==> src/rtl/mips_pkg.sv <==
// Types and constants shared by the MIPS pipeline stages.
package mips_pkg;

    localparam logic [31:0] RESET_PC_DEFAULT = 32'h0000_0000;

    typedef enum logic [1:0] {
        FETCH,
        DROP,
        HOLD
    } fetch_state_t;

endpackage

==> src/rtl/if_id_reg.sv <==
// IF/ID pipeline register: enable-gated load, bubble-load clears valid only.
module if_id_reg (
    input  logic        clk,
    input  logic        reset,
    input  logic        en,
    input  logic        bubble,
    input  logic [31:0] instr_in,
    input  logic [31:0] pcplus4_in,
    output logic [31:0] instr,
    output logic [31:0] pcplus4,
    output logic        valid
);

    always_ff @(posedge clk or posedge reset) begin
        if (reset) begin
            instr   <= 32'h0;
            pcplus4 <= 32'h0;
            valid   <= 1'b0;
        end else if (en) begin
            if (bubble) begin
                // Payload is kept on a bubble; decode ignores it while valid is low.
                valid <= 1'b0;
            end else begin
                instr   <= instr_in;
                pcplus4 <= pcplus4_in;
                valid   <= 1'b1;
            end
        end
    end

endmodule

==> src/rtl/fetch_stage.sv <==
// Instruction fetch: PC, instruction-memory handshake, stall hold buffer,
// wrong-path drop state and the IF/ID register.
module fetch_stage
    import mips_pkg::*;
#(
    parameter logic [31:0] RESET_PC = RESET_PC_DEFAULT
) (
    input  logic        clk,
    input  logic        reset,
    input  logic        StallD,
    input  logic        PCSrcD,
    input  logic [31:0] PCBranchD,
    input  logic        JumpD,
    input  logic [31:0] PCJumpD,
    output logic        ImemReq,
    output logic [31:0] ImemAddr,
    input  logic [31:0] ImemRdata,
    input  logic        ImemReady,
    output logic [31:0] PCF,
    output logic [31:0] InstrD,
    output logic [31:0] PCPlus4D,
    output logic        ValidD
);

    fetch_state_t state_q, state_d;
    logic [31:0]  pc_q, pc_d;
    logic [31:0]  buf_instr_q, buf_instr_d;
    logic [31:0]  buf_pc4_q, buf_pc4_d;
    logic [31:0]  pend_pc_q, pend_pc_d;

    logic        redirect;
    logic [31:0] target;
    logic [31:0] pc_plus4;
    logic        ifid_bubble;
    logic [31:0] ifid_instr;
    logic [31:0] ifid_pc4;

    assign redirect = (JumpD | PCSrcD) & ValidD & ~StallD;
    assign target   = JumpD ? PCJumpD : PCBranchD;
    assign pc_plus4 = pc_q + 32'd4;

    assign PCF      = pc_q;
    assign ImemAddr = pc_q;

    always_comb begin
        state_d     = state_q;
        pc_d        = pc_q;
        buf_instr_d = buf_instr_q;
        buf_pc4_d   = buf_pc4_q;
        pend_pc_d   = pend_pc_q;
        ifid_bubble = 1'b1;
        ifid_instr  = ImemRdata;
        ifid_pc4    = pc_plus4;
        ImemReq     = 1'b1;

        unique case (state_q)
            FETCH: begin
                if (redirect) begin
                    if (ImemReady) begin
                        pc_d = target;
                    end else begin
                        // The in-flight transfer must finish before the target is issued.
                        pend_pc_d = target;
                        state_d   = DROP;
                    end
                end else if (ImemReady) begin
                    pc_d = pc_plus4;
                    if (StallD) begin
                        buf_instr_d = ImemRdata;
                        buf_pc4_d   = pc_plus4;
                        state_d     = HOLD;
                    end else begin
                        ifid_bubble = 1'b0;
                    end
                end
            end
            DROP: begin
                if (ImemReady) begin
                    pc_d    = pend_pc_q;
                    state_d = FETCH;
                end
            end
            HOLD: begin
                ImemReq = 1'b0;
                if (!StallD) begin
                    state_d = FETCH;
                    if (redirect) begin
                        pc_d = target;
                    end else begin
                        ifid_bubble = 1'b0;
                        ifid_instr  = buf_instr_q;
                        ifid_pc4    = buf_pc4_q;
                    end
                end
            end
            default: state_d = FETCH;
        endcase
    end

    always_ff @(posedge clk or posedge reset) begin
        if (reset) begin
            state_q     <= FETCH;
            pc_q        <= RESET_PC;
            buf_instr_q <= 32'h0;
            buf_pc4_q   <= 32'h0;
            pend_pc_q   <= 32'h0;
        end else begin
            state_q     <= state_d;
            pc_q        <= pc_d;
            buf_instr_q <= buf_instr_d;
            buf_pc4_q   <= buf_pc4_d;
            pend_pc_q   <= pend_pc_d;
        end
    end

    // Every non-stalled cycle writes either a word or a bubble into decode.
    if_id_reg u_if_id_reg (
        .clk        (clk),
        .reset      (reset),
        .en         (~StallD),
        .bubble     (ifid_bubble),
        .instr_in   (ifid_instr),
        .pcplus4_in (ifid_pc4),
        .instr      (InstrD),
        .pcplus4    (PCPlus4D),
        .valid      (ValidD)
    );

endmodule

==> config.mk <==
export PLATFORM = sky130hd
export DESIGN_NAME = fetch_stage
export DESIGN_NICKNAME = d
export VERILOG_FILES = /design/src/rtl/mips_pkg.sv /design/src/rtl/if_id_reg.sv /design/src/rtl/fetch_stage.sv
export SDC_FILE = /design/constraint.sdc
export NUM_CORES = 1
export LEC_CHECK = 0
export ABC_CLOCK_PERIOD_IN_PS = 16450
export BUFFER_PORTS_ARGS = -buffer_cell sky130_fd_sc_hd__buf_2
export CAP_MARGIN = 20
export CORE_UTILIZATION = 55
export CTS_CLUSTER_DIAMETER = 120
export DETAILED_ROUTE_END_ITERATION = 10
export GPL_ROUTABILITY_DRIVEN = 0
export PLACE_DENSITY = 0.81
export SETUP_SLACK_MARGIN = 0.15
export SYNTH_ARGS = -nofsm -noshare
export SYNTH_HDL_FRONTEND = slang
export SYNTH_SLANG_ARGS = --single-unit
export TNS_END_PERCENT = 30
==> constraint.sdc <==
create_clock -name clk -period 16.45 [get_ports clk]
set_clock_uncertainty 0.15 [all_clocks]
set_input_delay 1.645 -clock clk [delete_from_list [all_inputs] [get_ports clk]]
set_output_delay 1.645 -clock clk [all_outputs]
set_load 0.05 [all_outputs]
==> impl_summary.md <==
Outcome
The flow ran to the end, and the final reports show no timing, DRC or antenna violations.

Timing
The worst max-slew margin expressed relative to the limit is a little over a quarter. Setup repair after global routing left no endpoint under its margin. The total count of hold-check failures in the final report is 0. In the final timing run, aggregate negative setup slack is 0 ps. The upper clock frequency limit is ~240 MHz.

The final critical path time including I/O delays and setup is roughly 4100 ps. The slew of the pin with the lowest slew margin is 1090 ps. The final-report max-slew violation count was 0.

The fraction of the cycle the final worst path needs is 25.1%. Setup violations remaining at the end of the flow were counted as 0.

Synthesis
Synthesis instantiated between 60 and 70 different standard cells from the library. The commonest cells after synthesis are dfrtp_1, nand2_1, nor2_1, mux2_2, a21oi_1. The share of flip-flops with an asynchronous set or reset is 100%.

In this run the biggest area consumer among cell types represents around half of the synthesized area. The number of warning messages in the yosys log is 0. Ranked by total cell area, the synthesized netlist is headed by dfrtp_1, mux2_2, nand2_1. The largest total area in the synthesized netlist belongs to dfrtp_1. Counting flops with a built-in enable in the synthesized netlist gives 0. After technology mapping, the gate count stands at about 1100. Synthesis produced a netlist with a net count of about 1200. The most instantiated library cell after synthesis is dfrtp_1. The synthesized design contains around 200 register bits.

The average cell area after synthesis is between 9 and 10 µm². The cell area after synthesis is just over 10000 µm². The sequential-to-total area share from yosys stat is 48.1%. The most used flip-flop cell after synthesis is dfrtp_1.

Min path
The class of the worst hold path is register to register. The hold-critical path endpoint is buf_pc4_q[30]. The worst hold path stage count is 2. The worst hold path begins at buf_pc4_q[30].

CTS
The clock latency at the later pin of the worst-skew pair is about 440 ps. Hold repair after CTS inserted 0 buffers. After clock tree synthesis, the clock-pin slew on the worst setup and hold paths is 70 ps. The post-CTS setup repair buffer count is 0.

The deepest clock path buffer count is 2. Post-CTS repair changed the size of 0 cells. CTS saw about 200 sinks. The root buffer cell is clkbuf_16.

TritonCTS built the clock tree. The number of H-tree levels is 4. The number of buffers inserted during clock tree synthesis is 17.

Global route
Entering global routing, the biggest net connects between 100 and 150 pins. The total overflow left after global routing is 0. The number of global-route vias before repair came to 7600. Global routing used a little over a quarter of the available tracks across all layers. The initial antenna violation count is 0. The first-pass GRT wire length is a little under 40000 µm.

Setup path
Setup slack on the worst reg-to-reg path comes out at 13020 ps. The number of cell instances on the worst register-to-register path is 9. The worst setup path is captured at a register.

The critical path in this run is classified as input pin to register. The critical path data arrival time is 4330 ps. The startpoint identified for the worst register-to-register timing path is state_q[0]. The critical path contains buffers and inverters numbering 2 combined.

The maximum net fanout on the critical path is 74. The top cell family by delay on the critical path is buffers and inverters. The signal on the critical path passes through buf_2 > o21a_1 > a21oi_4 > buf_4 > nor2_2 > o21ai_0 > a211oi_1. The data required time at the worst endpoint is 16650 ps. STA classifies the critical path startpoint as an input pin. The slowest stage of the critical path is the nor2_2 cell.

The startpoint of the worst setup timing path is JumpD. The largest single stage delay on the critical path is between 600 and 700 ps. In this run the critical register-to-register path is captured at ImemAddr[25].

Die
During I/O placement, the number of pins put on the boundary was approximately 230. The die outline height is 138 µm. The effective utilization at floorplan is 56.2%. After floorplanning, the core was sized to cover approximately 18000 µm². The area of the die is 19000 µm².

The total number of placement rows is just under 50. The die is roughly 140 µm wide.

Routing
For this block, wires on met1 add up to 11700 µm. Signal routing reaches up to met4. The DRC marker count from the first detailed-route iteration is 746. Detailed routing placed a total of slightly below 2000 µm of wire on met3. The routed design uses approximately 12000 µm of met2 wire. The remaining antenna violation count is 0.

For this block, the routed nets add up to between 20000 and 30000 µm of wire. The final routed wire length divided by cell count is between 15 and 20 µm. The detailed-router iteration count before antenna repair is 6.

For this run, design rule violations remaining after detail routing come to 0. The detail-routed via count per cell is 5.90. The detailed router placed 8633 vias in this run.

Cells and area
At the end of the flow the core is filled with cells to about 65%. Summing all multi-input logic gate instances after layout gives 4670 µm². The final design instance area without fill is roughly 12000 µm². The fraction of layout instances using a drive strength above 1 is between 20% and 30%. The number of nets in the layout is around 1300. The area taken by flip-flops and latches is 4880 µm². 0 antenna diodes ended up in the layout. The layout has about 1400 filler cells. The area growth from synthesis to layout is 16.3%.

Placed design
During placement, the flow inserted port buffers numbering about 230. The post-detailed-placement half-perimeter wirelength is about 17000 µm. Once placement finished, the instance area stood at 11100 µm².

Run
Max-cap violations in this run came to 0.
-- tightest hold or removal path, cell delays in order (launching register included) --
cell and delay (ps):
dfrtp_1 340, nand2_1 40, o21ai_0 60
-- logic make-up after synthesis --
group | count (synthesis) | synth area share (%)
AOI/OAI and AO/OA | 243 | 15.6
xor gates and xnor gates | 28 | 2.42
adders and majority gates | 5 | 0.617
buffers and inverters | 123 | 6.22
DFF | 195 | 48.1
muxes | 92 | 9.84
and+or+nand+nor | 384 | 17.1
-- state kept, by name, summed over array words and instances (netlist names) --
register / count
state_q: 2
buf_instr_q: 32
u_if_id_reg.valid: 1
buf_pc4_q: 32
u_if_id_reg.instr: 32
ImemAddr: 32
pend_pc_q: 32
u_if_id_reg.pcplus4: 32
-- metrics by stage --
stage / cells / hold WS [ps] / setup slack (ps)
3_3_place_gp: 1425 / 304 / 11910
5_1_grt: 1462 / 351 / 12060
3_5_place_dp: 1425 / 314 / 11780
2_1_floorplan: 1070 / 292 / 9340
6_report: 1462 / 328 / 12320
4_1_cts: 1457 / 330 / 12240
-- per-layer routing --
metal,vias up,track usage (%)
li1,4084,-
met1,4107,38.8
met2,398,41.0
met3,44,5.70
met4,0,9.18
met5,-,0
-- placed cells by master (no fill, tap or decap), types with 5 or more instances in the layout --
| cell type | instances |
|---|---|
| buf_4 | 8 |
| nand2_1 | 175 |
| nand3_1 | 37 |
| mux2i_1 | 31 |
| xor2_1 | 19 |
| xnor2_1 | 9 |
| and4_1 | 5 |
| a221oi_1 | 10 |
| inv_8 | 7 |
| dfrtp_1 | 195 |
| a211oi_1 | 5 |
| and3_1 | 15 |
| buf_2 | 231 |
| o211ai_1 | 11 |
| nor2_1 | 89 |
| clkbuf_16 | 17 |
| ha_1 | 5 |
| o221ai_1 | 5 |
| and2_1 | 6 |
| o21ai_0 | 54 |
| a221o_1 | 6 |
| mux2_2 | 61 |
| a21oi_1 | 57 |
| nand4_1 | 13 |
| a31oi_1 | 41 |
| nor3_1 | 15 |
| nand2b_1 | 6 |
| inv_1 | 8 |
-- worst max path at each step --
stage | end | cells after the start
after floorplan | ImemAddr[0] | 1
after global placement | pend_pc_q[12] | 5
after detailed placement | pend_pc_q[23] | 5
after CTS | pend_pc_q[12] | 5
after global routing | ImemAddr[3] | 7
final | ImemAddr[22] | 7
-- cell type report --
cell class | instances | area share, %
flip-flops and latches | 195 | 41.4
well taps | 229 | 2.43
clock buffers | 17 | 3.61
inverters | 10 | 0.382
multi-input cells | 752 | 39.6
repair buffers | 244 | 11.2
clock inverters | 15 | 1.39
Power is not shown: default switching activity piles up to over one toggle a cycle in this logic, so the estimate is an artifact.
